[src/rtl/amplitude_ram_cofactor.sv]
// Amplitude state RAM behind the cofactor update stage: 1-cycle reads with write-first
// forwarding, an INIT sweep loading |0...0>, and a DUMP sweep. Option: AMP_DUMP_SKIP_ZERO_EN.
module amplitude_ram_cofactor #(
    parameter int num_qubit   = 4,
    parameter int complex_bit = 24,
    parameter int frac_bit    = 16
) (
    input  logic                     clk,
    input  logic                     rst,
    input  logic                     init_start,
    input  logic                     dump_start,
    input  logic [num_qubit-1:0]     rd_address,
    input  logic                     rd_en,
    output logic [2*complex_bit-1:0] ram_amplitude_readout,
    input  logic [2*complex_bit-1:0] wr_data,
    input  logic                     wr_en,
    input  logic [num_qubit-1:0]     wr_address,
    output logic [2*complex_bit-1:0] dump_data,
    output logic [num_qubit-1:0]     dump_address,
    output logic                     dump_valid,
    output logic                     dump_last,
    output logic                     busy,
    output logic                     wr_drop
);

    localparam int DEPTH = 1 << num_qubit;
    localparam int W     = 2 * complex_bit;
    localparam logic [complex_bit-1:0] ONE_FX    = complex_bit'(1) << frac_bit;
    localparam logic [W-1:0]           INIT_WORD = {ONE_FX, {complex_bit{1'b0}}};

    typedef enum logic [1:0] {
        S_IDLE,
        S_RUN,
        S_INIT,
        S_DUMP
    } state_t;

    state_t             r_state;
    logic [num_qubit:0] r_cnt;
    logic [W-1:0]       r_mem [DEPTH];

    logic [num_qubit:0]   w_cnt_next;
    logic                 w_ext;
    logic                 w_mem_we;
    logic [num_qubit-1:0] w_mem_addr;
    logic [W-1:0]         w_mem_data;
    logic [W-1:0]         w_dump_word;
    logic                 w_beat_valid;
    logic                 w_beat_last;

    assign w_cnt_next  = r_cnt + (num_qubit + 1)'(1);
    assign w_ext       = (r_state == S_IDLE) || (r_state == S_RUN);
    assign w_dump_word = r_mem[r_cnt[num_qubit-1:0]];

    always_comb begin
        w_mem_we   = 1'b0;
        w_mem_addr = wr_address;
        w_mem_data = wr_data;
        if (r_state == S_INIT) begin
            w_mem_we   = 1'b1;
            w_mem_addr = r_cnt[num_qubit-1:0];
            w_mem_data = (r_cnt == '0) ? INIT_WORD : '0;
        end else if (w_ext && wr_en) begin
            w_mem_we = 1'b1;
        end
    end

`ifdef AMP_DUMP_SKIP_ZERO_EN
    // Per-entry nonzero flags let the sweep know whether any later beat remains for dump_last.
    logic [DEPTH-1:0] r_nz;
    logic [DEPTH-1:0] w_above;

    always_ff @(posedge clk) begin
        if (w_mem_we) begin
            r_mem[w_mem_addr] <= w_mem_data;
            r_nz[w_mem_addr]  <= |w_mem_data;
        end
    end

    assign w_above      = ~((DEPTH'(2) << r_cnt[num_qubit-1:0]) - DEPTH'(1));
    assign w_beat_valid = |w_dump_word;
    assign w_beat_last  = w_beat_valid && !(|(r_nz & w_above));
`else
    always_ff @(posedge clk) begin
        if (w_mem_we) begin
            r_mem[w_mem_addr] <= w_mem_data;
        end
    end

    assign w_beat_valid = 1'b1;
    assign w_beat_last  = w_cnt_next[num_qubit];
`endif

    always_ff @(posedge clk or posedge rst) begin
        if (rst) begin
            r_state               <= S_IDLE;
            r_cnt                 <= '0;
            ram_amplitude_readout <= '0;
            dump_data             <= '0;
            dump_address          <= '0;
            dump_valid            <= 1'b0;
            dump_last             <= 1'b0;
            busy                  <= 1'b0;
            wr_drop               <= 1'b0;
        end else begin
            dump_valid <= 1'b0;
            dump_last  <= 1'b0;
            case (r_state)
                S_IDLE, S_RUN: begin
                    if (rd_en) begin
                        ram_amplitude_readout <= (wr_en && (wr_address == rd_address)) ?
                                                 wr_data : r_mem[rd_address];
                    end
                    if (init_start) begin
                        r_state <= S_INIT;
                        r_cnt   <= '0;
                        busy    <= 1'b1;
                        wr_drop <= 1'b0;
                    end else if (dump_start) begin
                        r_state <= S_DUMP;
                        r_cnt   <= '0;
                        busy    <= 1'b1;
                    end else if (rd_en || wr_en) begin
                        r_state <= S_RUN;
                    end
                end
                S_INIT: begin
                    if (wr_en) wr_drop <= 1'b1;
                    r_cnt <= w_cnt_next;
                    if (w_cnt_next[num_qubit]) begin
                        r_state <= S_IDLE;
                        busy    <= 1'b0;
                    end
                end
                S_DUMP: begin
                    if (wr_en) wr_drop <= 1'b1;
                    dump_data    <= w_dump_word;
                    dump_address <= r_cnt[num_qubit-1:0];
                    dump_valid   <= w_beat_valid;
                    dump_last    <= w_beat_last;
                    r_cnt        <= w_cnt_next;
                    if (w_cnt_next[num_qubit]) begin
                        r_state <= S_IDLE;
                        busy    <= 1'b0;
                    end
                end
                default: r_state <= S_IDLE;
            endcase
        end
    end

endmodule

[config.mk]
export PLATFORM = sky130hd
export DESIGN_NAME = amplitude_ram_cofactor
export DESIGN_NICKNAME = d
export VERILOG_FILES = /design/src/rtl/amplitude_ram_cofactor.sv
export SDC_FILE = /design/constraint.sdc
export NUM_CORES = 1
export LEC_CHECK = 0
export BUFFER_PORTS_ARGS = -buffer_cell sky130_fd_sc_hd__buf_2
export CORE_UTILIZATION = 60
export DETAILED_ROUTE_END_ITERATION = 6
export GPL_ROUTABILITY_DRIVEN = 0
export PLACE_DENSITY = 0.75
export RECOVER_POWER = 100
export SYNTH_ARGS = -nofsm -noshare
export SYNTH_HDL_FRONTEND = slang
export SYNTH_SLANG_ARGS = --single-unit
[constraint.sdc]
create_clock -name clk -period 10 [get_ports clk]
set_input_delay 2 -clock clk [delete_from_list [all_inputs] [get_ports clk]]
set_output_delay 2 -clock clk [all_outputs]
set_load 0.03 [all_outputs]
# [Word level (Yosys, flattened, before mapping)]
# Memory sizes are Yosys's and may differ from the RTL's. A register that Yosys moved wholly into a read port is not among the register bits.
# Cells that the tools add are included.
[classes] addsub=1 eq_ne=8 muxes=24 reduce_logical=11
[op_table] operator="$mux W48" count=1
[op_table] operator="$mux W41" count=1
[op_table] operator="$mux W1" count=11
[op_table] operator="$mux W5" count=2
[op_table] operator="$pmux W5 S2" count=1
[op_table] operator="$mux W2" count=4
[op_table] operator="$reduce_and A2 Y1" count=4
[op_table] operator="$add A5 B1 Y5 const B" count=1
[op_table] operator="$logic_not A5 Y1" count=1
[op_table] operator="$eq A2 B2 Y1 const B" count=2
[op_table] operator="$mux W4" count=1
[op_table] operator="$ne A2 B1 Y1 const B" count=2
[op_table] operator="$ne A4 B4 Y1 const B" count=1
[op_table] operator="$pmux W1 S2" count=2
[op_table] operator="$pmux W2 S2" count=1
[op_table] operator="$reduce_or A2 Y1" count=2
[op_table] operator="$ne A3 B3 Y1 const B" count=1
[op_table] operator="$eq A2 B1 Y1 const B" count=1
[op_table] operator="$logic_not A2 Y1" count=1
[op_table] operator="$logic_or A1 B1 Y1" count=2
[op_table] operator="$ne A2 B2 Y1 const B" count=1
[op_table] operator="$logic_and A1 B1 Y1" count=1
[totals] register_bits=15 mem_bits_rw=768 elab_cells=52 mem_count=1
[memory_table] name="r_mem" words=16 width=48 read_ports=2 rd_ports_with_merged_regs=2 write_ports=1 line="40" text="logic [W-1:0] r_mem [DEPTH];"

# [Depth between registers and ports, before layout]
[depth] depth_word=7 depth_mapped=10 mapped_depth_nobuf=6

# [Least setup slack after synthesis]
# No wires, ideal clock.
[synth_path] kind="input-to-reg" startpoint="input wr_en" endpoint="memory r_mem[1][0] in the netlist's numbering (enable)" setup_ps=454 arrival_time_ps=4397 setup_slack_ps=5149 stages=4 cell_sequence="nand2b_1 > o22ai_1 > nand2_1 > nor2_1"
[synth_between] elab_chain_cells=5
[synth_rtl] element="from (decl)" line="16" text="input logic wr_en,"
[synth_rtl] element="$logic_and A1 B1 Y1" line="63" text="end else if (w_ext && wr_en) begin"
[synth_rtl] element="$mux W1" line="63"
[synth_rtl] element="$mux W1" line="59" text="if (r_state == S_INIT) begin"
[synth_rtl] element="$mux W1" line="85" text="if (w_mem_we) begin"
[synth_rtl] element="$mux W1 (not written as such)" line="86" text="r_mem[w_mem_addr] <= w_mem_data;"
[synth_rtl] element="to (decl)" line="40"
# No other way between the ends.

# [Worst setup path after layout]
[layout_path] startpoint="register r_state[1]" endpoint="memory r_mem[0][2] in the netlist's numbering (enable)"
[layout_between] elab_chain_cells=7
[layout_rtl] element="from (decl)" line="38" text="state_t r_state;"
[layout_rtl] element="from (signal assigned)" line="96" text="r_state <= S_IDLE;"
[layout_rtl] element="from (signal assigned)" line="115" text="r_state <= S_INIT;"
[layout_rtl] element="from (signal assigned)" line="120" text="r_state <= S_DUMP;"
[layout_rtl] element="$eq A2 B1 Y1 / $logic_not A2 Y1 (equally long branches)" line="52" text="assign w_ext = (r_state == S_IDLE) || (r_state == S_RUN);"
[layout_rtl] element="$logic_or A1 B1 Y1" line="52"
[layout_rtl] element="$logic_and A1 B1 Y1" line="63"
[layout_rtl] element="$mux W1" line="63"
[layout_rtl] element="$mux W1" line="59"
[layout_rtl] element="$mux W1" line="85"
[layout_rtl] element="$mux W1 (not written as such)" line="86"
# Several ways; a longest one is shown, not always the timed one.

==> metrics.md <==
| Metric | Value |
|---|---|
| Core Rows | `93` |
| Area growth, synth to finish | `11.3%` |
| Clock root cell | `clkbuf_16` |
| Pins over their slew limit | `247` |
| Worst hold path startpoint | `dump_data[16]` |
| Hold EP | `dump_data[16]` |
| Postcts setup bufs | `0` |
| Yosys reg bits | `879` |
| Core region area | `0.0647 sq mm` |
| Origin of the critical flop-to-flop path | `r_state[1]` |
| Crit. End Element | `flop` |
| Register area share after synthesis | `65.5%` |
| Synth cell types | `39` |
| Die width | `258 um` |
| R2R cell count | `5` |
| Clock Tree Buf Depth | `3` |
| Critical-path cell list | `nand2b_2, clkbuf_1, o21ai_0, nor2_4, buf_4` |
| Max_cap viols | `5` |
| Post-Route WL | `106,000 um` |
| Ratio of cells with drive above 1 in the final layout | `28.8%` |
| Post_cts resized | `0` |
| Grt total ovfl | `0` |
| Avg Cell Area, Syn | `19.1 sq um` |
| PortBufs | `165` |
| Hold path depth | `2` |
| Most common cell after layout, fill and taps aside | `edfxtp_1` |
| Worst-margin pin slew | `4.65 ns` |
| Hold buffer count at cts | `0` |
| H-tree depth | `3` |
| Boundary pin count | `166` |
| Gr usage total | `32.4%` |
| Startpoint Class | `flop` |
| Failing checks | `max-capacitance violations, max-slew violations` |
| Maximum VDD drop | `0.238 mV` |
| Worst R2R Setup Slack | `2.75 ns` |
| Largest net degree at the start of global routing | `90` |
| Biggest cell delay along the critical path | `2.53 ns` |
| DP Wirelength | `54,800 um` |
| Final Critical Period | `7.25 ns` |
| CP required | `10.28 ns` |
| Mapped Cells | `2,065` |
| CTS Buf Count | `90` |
| Drt pass-1 iters | `5` |
| Fin. Hold Viols | `0` |
| Crit. Startpoint | `r_state[1]` |
| CTS sink cnt | `879` |
| Die Area | `0.0668 sq mm` |
| Die Height | `258 um` |
| Mapped Nets | `2,129` |
| DRC Markers | `0` |
| Period utilisation layout | `72.5%` |
| First-pass GRT wire length | `154,000 um` |
| Pleak | `0.0147 uW` |
| Crit path kind | `reg -> reg` |
| Wirelength per Cell | `33.7 um` |
| Antenna viol nets, final | `0` |
| Vias in the first global route | `23,600` |
| Vias per cell | `7.26` |
| Yosys warning count | `0` |
| Detailed router's first-iteration violation count | `2,882` |
| Starting Density | `61.0%` |
| Netlist Area Pre-Place | `0.0395 sq mm` |
| Antenna violations before repair | `6` |
| Clk pin slew, worst setup/hold paths | `0.06 ns` |
| RSZ-0062 raised after global routing | `no` |
| Clk_lat worst skew | `0.67 ns` |
| Final Skew | `0.0276 ns` |
| Setup Viol. Count Final | `0` |
| CP Max Fanout | `51` |
| Max_slew headroom | `-210%` |
| Layout fillers | `4,220` |
| CP Data Arrival Time | `7.53 ns` |
| Critical R2R Capture | `r_mem[0][2]` |
| CTS tree | `done` |
| Power per Cell Area | `305 mW/mm^2` |
| CP max-delay cell | `clkbuf_1` |
| Commonest non-fill, non-tap cells in the layout | `edfxtp_1, mux4_2, clkbuf_1` |
| Setup TNS | `0 ns` |
| Max Fclk | `138 MHz` |
| Layout Nets | `2,264` |
| Hold crit path type | `reg -> reg` |
| Status | `finished with violations` |
| Vias | `22,700` |
| Final core occ | `67.9%` |
[state kept, by name (all words and copies together), names as in the netlist, 2 cells and up]
name and flops:
dump_address 4, dump_data 48, r_cnt 5, r_mem 768
r_state 2, ram_amplitude_readout 48
[critical path, delay by kind of cell, from the launching register on]
family / cells / cell delay, ns
DFF: 1 / 0.64
and+or+nand+nor: 2 / 1.71
buffers and inverters: 2 / 3.20
AOI/OAI and AO/OA: 1 / 1.27
[cell usage after synthesis]
| library cell | count | share of area, % |
|---|---|---|
| nor3b_1 | 2 | 0.038 |
| buf_1 | 15 | 0.14 |
| or3_1 | 1 | 0.016 |
| o31ai_1 | 1 | 0.019 |
| nor2b_2 | 20 | 0.44 |
| a31oi_1 | 3 | 0.048 |
| edfxtp_1 | 768 | 58 |
| mux2_2 | 1 | 0.029 |
| buf_6 | 4 | 0.11 |
| xor2_1 | 6 | 0.13 |
| xnor2_1 | 1 | 0.022 |
| a211o_1 | 48 | 1.1 |
| a22oi_1 | 96 | 1.8 |
| o21ai_0 | 60 | 0.76 |
| dfrtp_1 | 111 | 7.0 |
| ha_1 | 2 | 0.063 |
| clkbuf_1 | 92 | 0.88 |
| o21bai_1 | 1 | 0.019 |
| buf_2 | 46 | 0.58 |
| nand4_1 | 1 | 0.016 |
| and4b_1 | 1 | 0.025 |
| nor2_1 | 71 | 0.68 |
| a21o_1 | 2 | 0.038 |
| buf_4 | 4 | 0.076 |
| mux2i_1 | 97 | 2.5 |
| nand3_1 | 3 | 0.038 |
| nor2b_1 | 34 | 0.54 |
| nand2b_1 | 4 | 0.063 |
| nor3_1 | 3 | 0.038 |
| a211oi_1 | 1 | 0.019 |
| and2_1 | 47 | 0.75 |
| mux4_2 | 384 | 22 |
| o22ai_1 | 4 | 0.063 |
| nand2_1 | 20 | 0.19 |
| a21oi_1 | 98 | 1.2 |
| or3_4 | 1 | 0.029 |
| and3_1 | 1 | 0.016 |
| mux2i_2 | 1 | 0.035 |
| inv_1 | 10 | 0.095 |
[where the power goes]
| part | total (uW) | switching [uW] | internal (uW) |
|---|---|---|---|
| clock | 3340 | 1420 | 1920 |
| sequential | 5740 | 565 | 5170 |
| combinational | 4320 | 2660 | 1650 |
| total | 13400 | 4650 | 8740 |
[logic make-up after synthesis]
group / after synthesis / synth area share (%)
compound gates: 314 / 5.10
xor+xnor: 7 / 0.155
fa+ha+maj: 2 / 0.0634
buf+inv: 171 / 1.89
flops: 879 / 65.5
mux: 483 / 24.4
simple gates: 209 / 2.87
[layer usage]
metal / GRT usage (%) / vias up / routed length, um
met2: 51.6 / 1596 / 51300
met3: 7.67 / 260 / 12200
met4: 12.2 / 10 / 3870
met5: 0 / - / 73
li1: - / 8941 / -
met1: 44.1 / 11900 / 38300
[final cells by class]
class | instances | area [sq um] | area share [%]
diodes | 1 | 2.50 | 0.00570
clock buffers | 121 | 2500 | 5.70
clock inverters | 48 | 422 | 0.960
inverters | 10 | 38.8 | 0.0883
multi-input cells | 1015 | 13000 | 29.7
flip-flops and latches | 879 | 25800 | 58.9
well taps | 855 | 1070 | 2.44
repair buffers | 204 | 988 | 2.25
[worst max path at each step]
stage / slack [ns] / depth (start not counted) / end
after floorplan: 5.07 / 1 / busy
after global placement: 4.53 / 7 / ram_amplitude_readout[12]
after detailed placement: 4.49 / 7 / ram_amplitude_readout[14]
after CTS: 5.17 / 7 / ram_amplitude_readout[13]
after global routing: 2.66 / 5 / r_mem[0][2]
final: 2.75 / 5 / r_mem[0][2]
[per-stage QoR]
| step | cell area [sq um] | total power (uW) | hold WS, ns | cells | setup slack (ns) |
|---|---|---|---|---|---|
| 6_report | 43900 | 13400 | 0.491 | 3133 | 2.75 |
| 5_1_grt | 43900 | 13800 | 0.515 | 3132 | 2.66 |
| 4_1_cts | 44100 | 13400 | 0.492 | 3132 | 5.17 |
| 3_5_place_dp | 41200 | 10100 | 0.474 | 2963 | 4.49 |
| 3_3_place_gp | 41200 | 9950 | 0.463 | 2963 | 4.53 |
| 2_1_floorplan | 39500 | 8610 | 0.485 | 2065 | 5.07 |
(Power assumes the default switching activity.)
